===== config.mk =====
export PLATFORM = sky130hd
export DESIGN_NAME = uart_tx_buffered
export DESIGN_NICKNAME = d
export VERILOG_FILES = /design/src/rtl/uart_pkg.sv /design/src/rtl/uart_sync_fifo.sv /design/src/rtl/uart_tx_buffered.sv
export SDC_FILE = /design/constraint.sdc
export NUM_CORES = 1
export LEC_CHECK = 0
export ABC_AREA = 1
export BUFFER_PORTS_ARGS = -buffer_cell sky130_fd_sc_hd__clkbuf_2
export CAP_MARGIN = 10
export CORE_MARGIN = 5
export CORE_UTILIZATION = 35
export DETAILED_ROUTE_END_ITERATION = 8
export SLEW_MARGIN = 25
export SYNTH_ARGS = -nofsm -noshare
export SYNTH_HDL_FRONTEND = slang
export SYNTH_SLANG_ARGS = --single-unit

===== constraint.sdc =====
create_clock -name i_Clock -period 2.7 [get_ports i_Clock]
set_clock_uncertainty 0.1 [all_clocks]
set_input_delay 0.27 -clock i_Clock [delete_from_list [all_inputs] [get_ports i_Clock]]
set_output_delay 0.27 -clock i_Clock [all_outputs]
set_load 0.03 [all_outputs]

===== src/rtl/uart_pkg.sv =====
// Shared UART constants: tx FSM encoding, data width and frame length.
// UART_TX_PARITY_EN selects 8E1 (11-bit frames) instead of 8N1 (10-bit frames).
package uart_pkg;

    localparam int UART_DATA_BITS = 8;

`ifdef UART_TX_PARITY_EN
    localparam int UART_FRAME_BITS = 11;
`else
    localparam int UART_FRAME_BITS = 10;
`endif

    localparam logic [2:0] TX_IDLE   = 3'd0;
    localparam logic [2:0] TX_START  = 3'd1;
    localparam logic [2:0] TX_DATA   = 3'd2;
    localparam logic [2:0] TX_PARITY = 3'd3;
    localparam logic [2:0] TX_STOP   = 3'd4;

    function automatic logic even_parity(input logic [UART_DATA_BITS-1:0] b);
        return ^b;
    endfunction

endpackage


===== src/rtl/uart_sync_fifo.sv =====
// Single-clock FIFO with show-ahead read data; one-cycle write-to-visible latency.
// Writes while full and reads while empty are ignored; count is registered.
module uart_sync_fifo #(
    parameter int WIDTH = 8,
    parameter int DEPTH = 8
) (
    input  logic                     clk_i,
    input  logic                     rst_ni,
    input  logic                     wr_en_i,
    input  logic [WIDTH-1:0]         wr_data_i,
    input  logic                     rd_en_i,
    output logic [WIDTH-1:0]         rd_data_o,
    output logic [$clog2(DEPTH):0]   count_o,
    output logic                     full_o,
    output logic                     empty_o
);

    localparam int AW = $clog2(DEPTH);
    localparam int CW = AW + 1;

    logic [WIDTH-1:0] mem_q [DEPTH];
    logic [AW-1:0]    wr_ptr_q, rd_ptr_q;
    logic [CW-1:0]    count_q, count_d;
    logic             wr_fire, rd_fire;

    assign full_o    = (count_q == CW'(DEPTH));
    assign empty_o   = (count_q == '0);
    assign wr_fire   = wr_en_i && !full_o;
    assign rd_fire   = rd_en_i && !empty_o;
    assign rd_data_o = mem_q[rd_ptr_q];
    assign count_o   = count_q;

    always_comb begin
        count_d = count_q;
        if (wr_fire && !rd_fire) begin
            count_d = count_q + 1'b1;
        end else if (!wr_fire && rd_fire) begin
            count_d = count_q - 1'b1;
        end
    end

    // Pointers are AW bits wide so they wrap modulo DEPTH on their own.
    always_ff @(posedge clk_i or negedge rst_ni) begin
        if (!rst_ni) begin
            wr_ptr_q <= '0;
            rd_ptr_q <= '0;
            count_q  <= '0;
        end else begin
            if (wr_fire) wr_ptr_q <= wr_ptr_q + 1'b1;
            if (rd_fire) rd_ptr_q <= rd_ptr_q + 1'b1;
            count_q <= count_d;
        end
    end

    always_ff @(posedge clk_i) begin
        if (wr_fire) mem_q[wr_ptr_q] <= wr_data_i;
    end

endmodule


===== src/rtl/uart_tx_buffered.sv =====
// Buffered UART transmitter: FIFO-fed 8N1 serialiser (8E1 with UART_TX_PARITY_EN), frames back-to-back.
// First start bit one clock after the write; o_TX_Ready drops when the FIFO is full and extra writes are dropped.
module uart_tx_buffered #(
    parameter int CLKS_PER_BIT = 217,
    parameter int FIFO_DEPTH   = 8
) (
    input  logic                          i_Clock,
    input  logic                          i_Rst_L,
    input  logic                          i_TX_DV,
    input  logic [7:0]                    i_TX_Byte,
    output logic                          o_TX_Ready,
    output logic [$clog2(FIFO_DEPTH):0]   o_FIFO_Count,
    output logic                          o_TX_Active,
    output logic                          o_TX_Serial,
    output logic                          o_TX_Done
);

    import uart_pkg::*;

    localparam int                CNT_W   = $clog2(CLKS_PER_BIT);
    localparam logic [CNT_W-1:0]  CNT_MAX = CNT_W'(CLKS_PER_BIT - 1);
    localparam logic [CNT_W-1:0]  CNT_PRE = CNT_W'(CLKS_PER_BIT - 2);

    logic [2:0]                state_q, state_d;
    logic [CNT_W-1:0]          cnt_q, cnt_d;
    logic [2:0]                bit_idx_q, bit_idx_d;
    logic [UART_DATA_BITS-1:0] shift_q, shift_d;
    logic                      serial_q, serial_d;
    logic                      active_q, active_d;
    logic                      done_q, done_d;

    logic                      fifo_pop, fifo_full, fifo_empty, bit_end;
    logic [UART_DATA_BITS-1:0] fifo_rd_data;

    uart_sync_fifo #(
        .WIDTH (UART_DATA_BITS),
        .DEPTH (FIFO_DEPTH)
    ) u_fifo (
        .clk_i     (i_Clock),
        .rst_ni    (i_Rst_L),
        .wr_en_i   (i_TX_DV),
        .wr_data_i (i_TX_Byte),
        .rd_en_i   (fifo_pop),
        .rd_data_o (fifo_rd_data),
        .count_o   (o_FIFO_Count),
        .full_o    (fifo_full),
        .empty_o   (fifo_empty)
    );

    assign o_TX_Ready  = !fifo_full;
    assign o_TX_Serial = serial_q;
    assign o_TX_Active = active_q;
    assign o_TX_Done   = done_q;
    assign bit_end     = (cnt_q == CNT_MAX);

    always_comb begin
        state_d   = state_q;
        cnt_d     = (state_q == TX_IDLE || bit_end) ? '0 : cnt_q + 1'b1;
        bit_idx_d = bit_idx_q;
        shift_d   = shift_q;
        serial_d  = serial_q;
        active_d  = active_q;
        done_d    = 1'b0;
        fifo_pop  = 1'b0;

        case (state_q)
            TX_IDLE: begin
                if (!fifo_empty) begin
                    fifo_pop = 1'b1;
                    shift_d  = fifo_rd_data;
                    state_d  = TX_START;
                    serial_d = 1'b0;
                    active_d = 1'b1;
                end
            end
            TX_START: begin
                if (bit_end) begin
                    state_d   = TX_DATA;
                    bit_idx_d = 3'd0;
                    serial_d  = shift_q[0];
                end
            end
            TX_DATA: begin
                if (bit_end) begin
                    if (bit_idx_q == 3'd7) begin
`ifdef UART_TX_PARITY_EN
                        state_d  = TX_PARITY;
                        serial_d = even_parity(shift_q);
`else
                        state_d  = TX_STOP;
                        serial_d = 1'b1;
`endif
                    end else begin
                        bit_idx_d = bit_idx_q + 3'd1;
                        serial_d  = shift_q[bit_idx_q + 3'd1];
                    end
                end
            end
`ifdef UART_TX_PARITY_EN
            TX_PARITY: begin
                if (bit_end) begin
                    state_d  = TX_STOP;
                    serial_d = 1'b1;
                end
            end
`endif
            TX_STOP: begin
                // done is registered, so raise it one clock early to land on the last stop clock
                done_d = (cnt_q == CNT_PRE);
                if (bit_end) begin
                    if (!fifo_empty) begin
                        fifo_pop = 1'b1;
                        shift_d  = fifo_rd_data;
                        state_d  = TX_START;
                        serial_d = 1'b0;
                    end else begin
                        state_d  = TX_IDLE;
                        active_d = 1'b0;
                    end
                end
            end
            default: begin
                state_d  = TX_IDLE;
                serial_d = 1'b1;
                active_d = 1'b0;
            end
        endcase
    end

    always_ff @(posedge i_Clock or negedge i_Rst_L) begin
        if (!i_Rst_L) begin
            state_q   <= TX_IDLE;
            cnt_q     <= '0;
            bit_idx_q <= 3'd0;
            shift_q   <= '0;
            serial_q  <= 1'b1;
            active_q  <= 1'b0;
            done_q    <= 1'b0;
        end else begin
            state_q   <= state_d;
            cnt_q     <= cnt_d;
            bit_idx_q <= bit_idx_d;
            shift_q   <= shift_d;
            serial_q  <= serial_d;
            active_q  <= active_d;
            done_q    <= done_d;
        end
    end

endmodule


==> flow_metrics.env <==
export IMPL_status="finished, final reports clean"
export IMPL_synth_cell_area_um2=4350
export IMPL_maxSlewViolCount=0
export IMPL_maxSlewHeadroom_pct=42.7
export IMPL_syn_nets=427
export IMPL_fillers=1181
export IMPL_dp_cells=591
export IMPL_hold_class="in -> reg"
export IMPL_syn_to_final_growth_pct=15.5
export IMPL_ys_warn_count=0
export IMPL_clock_latency_ns=0.34
export IMPL_vdd_drop_max_mv=0.510
export IMPL_cts_sinks=99
export IMPL_synth_seq_cells=99
export IMPL_final_cell_mix="95 x nand2_1, 64 x edfxtp_1, 51 x nor2_1"
export IMPL_fin_ws_ns=0.163
export IMPL_clkSlewWorstSetupHoldPaths_ns=0.07
export IMPL_dr_first_iter_drc_count=141
export IMPL_cp_start_kind="flop"
export IMPL_row_count=40
export IMPL_via_per_inst=4.72
export IMPL_grt_pass1_vias=2846
export IMPL_cts_root_buf="clkbuf_16"
export IMPL_async_reset_ff_share_pct=35.4
export IMPL_worstSetupPathType="reg -> reg"
export IMPL_pre_cts_ws_ns=0.0515
export IMPL_synth_edff_count=64
export IMPL_worst_pin_slew_ns=0.859
export IMPL_antenna_found_initial=0
export IMPL_fin_cells=611
export IMPL_ios=19
export IMPL_final_layout_size_suffix_gt1_share_pct=15.8
export IMPL_maxCapViolCount=0
export IMPL_initial_core_util_pct=35.9
export IMPL_grt_max_degree=36
export IMPL_grt_use_total_pct=12.3
export IMPL_synth_area_per_cell_um2=10.7
export IMPL_arrival_ns=2.67
export IMPL_grt_pass1_wl_mm=14.2
export IMPL_core_area_um2=12100
export IMPL_final_antenna_net_count=0
export IMPL_io_buffers=18
export IMPL_post_route_period_util_pct=93.9
export IMPL_finalHoldViolCount=0
export IMPL_seq_area_frac_synth_pct=64.4
export IMPL_dieHeight_um=121
export IMPL_max_freq_mhz=394
export IMPL_fin_crit_ns=2.54
export IMPL_utilization_pct=41.4
export IMPL_first_pass_iters=4
export IMPL_vias=2882
export IMPL_antenna_cells=0
export IMPL_dieWidth_um=121
export IMPL_synth_cell_types=38
export IMPL_dpl_hpwl_mm=5.40
export IMPL_cts_buffers=9
export IMPL_cts_max_path_buffers=2
export IMPL_cp_max_fo=12
export IMPL_crit_required_ns=2.83
export IMPL_cts_max_level=3
export IMPL_finalWeightedCongestion=0.832
export IMPL_cp_end_kind="flop"
export IMPL_cts_tree="yes"
export IMPL_synth_main_ff_cell="edfxtp_1"
export IMPL_die_area_um2=14700
export IMPL_drt_total_wl_mm=8.38
export IMPL_power_leakage_nw=2.01
export IMPL_overflow=0
export IMPL_fin_nets=459
export IMPL_final_common_cell="nand2_1"
export IMPL_setup_violations=0
export IMPL_powerDensity_nw_per_um2=762
export IMPL_drcViolationCount=0
export IMPL_wire_per_inst_um=13.7
export IMPL_netlist_instances=406
worst paths after layout:
| path | from | depth (start not counted) | to | slack, ns |
|---|---|---|---|---|
| setup reg to reg | cnt_q[0] | 16 | u_fifo.count_o[3] | 0.16 |
| setup / recovery | cnt_q[0] | 16 | u_fifo.count_o[3] | 0.16 |
| hold / removal | i_TX_Byte[7] | 1 | u_fifo.mem_q[3][7] | 0.10 |
| min in group asynchronous | i_Rst_L | 2 | u_fifo.count_o[2] | 0.46 |
| max in group asynchronous | i_Rst_L | 2 | u_fifo.count_o[0] | 1.45 |
| hold reg to reg | shift_q[1] | 2 | shift_q[1] | 0.39 |
metal layers:
metal / wire length, µm / GRT usage [%]
met5: 0 / 0
met4: 131 / 3.99
met3: 414 / 3.36
met2: 3950 / 20.2
met1: 3880 / 15.9
synthesized netlist by cell type (all sizes together) (2+ instances only):
library cell / instances / area share (%)
o21ai: 41 / 4.8
inv: 28 / 2.4
edfxtp: 64 / 44
nand3: 16 / 2.0
xor2: 2 / 0.40
nand2: 99 / 9.1
xnor2: 3 / 0.60
a21oi: 7 / 0.81
ha: 9 / 2.6
o211ai: 2 / 0.35
clkinv: 2 / 0.29
nor3: 3 / 0.72
o22ai: 16 / 2.3
nand4: 3 / 0.43
nor2: 54 / 4.8
dfrtp: 34 / 20
buf: 10 / 1.6
o21bai: 2 / 0.35
nor3b: 4 / 0.69
power by group:
| part | total [W] | internal, W | switching, W | leakage, nW |
|---|---|---|---|---|
| Sequential | 0.00191 | 0.00182 | 0.0000939 | 1.01 |
| Combinational | 0.000617 | 0.000218 | 0.000399 | 0.851 |
| Clock | 0.00130 | 0.000736 | 0.000560 | 0.152 |
logic make-up after synthesis:
logic type                 count (synthesis)  synth area share, %
AOI/OAI and AO/OA                         69                 8.81
xor gates and xnor gates                   5                 1.01
adders and majority gates                 10                 3.05
buffers and inverters                     41                 4.43
DFF                                       99                 64.4
muxes                                      1                0.259
and+or+nand+nor                          181                 18.0
layout make-up:
class                      count  area [µm²]  area share [%]
sequential                    99        2800            55.8
multi-input combinational    266        1390            27.6
clock buffer                   9         225            4.49
tap                          168         210            4.19
timing repair buffer          32         198            3.94
inverter                      30         118            2.34
clock inverter                 7        82.6            1.65
state kept, by name (all words and copies together), names as in the netlist, 3 cells and up:
register,count
bit_idx_q,3
shift_q,8
cnt_q,8
u_fifo.count_o,4
u_fifo.wr_ptr_q,3
state_q,3
u_fifo.rd_ptr_q,3
u_fifo.mem_q,64
critical path, cell delays in order, from the launching register on:
cell and delay (ns):
dfrtp_1 0.41, inv_1 0.07, ha_1 0.13, inv_1 0.04, nor3_2 0.21, nand2_4 0.11, nand2_4 0.10, nand2_8 0.09
ha_1 0.22, inv_2 0.12, ha_4 0.23, a21oi_2 0.12, nand2_1 0.10, a21oi_2 0.16, o21ai_0 0.11, nand2_1 0.07
nand2_1 0.05
stage by stage:
stage | hold WS (ns) | instance area (µm²) | power (W) | TNS, ns
floorplan | -0.126 | 4350 | 0.00230 | 0
global placement | 0.321 | 4650 | 0.00251 | 0
detailed placement | 0.329 | 4650 | 0.00253 | 0
CTS | 0.0913 | 4960 | 0.00383 | 0
global route | 0.113 | 5020 | 0.00404 | -0.0693
finish | 0.100 | 5020 | 0.00383 | 0
timing repair:
action	CTS	global route
setup buffers	0	3
gates resized for setup	0	7
endpoints found under the hold margin	34	0
setup endpoints to repair	0	1
hold buffers	1	0
(Power assumes the default switching activity.)
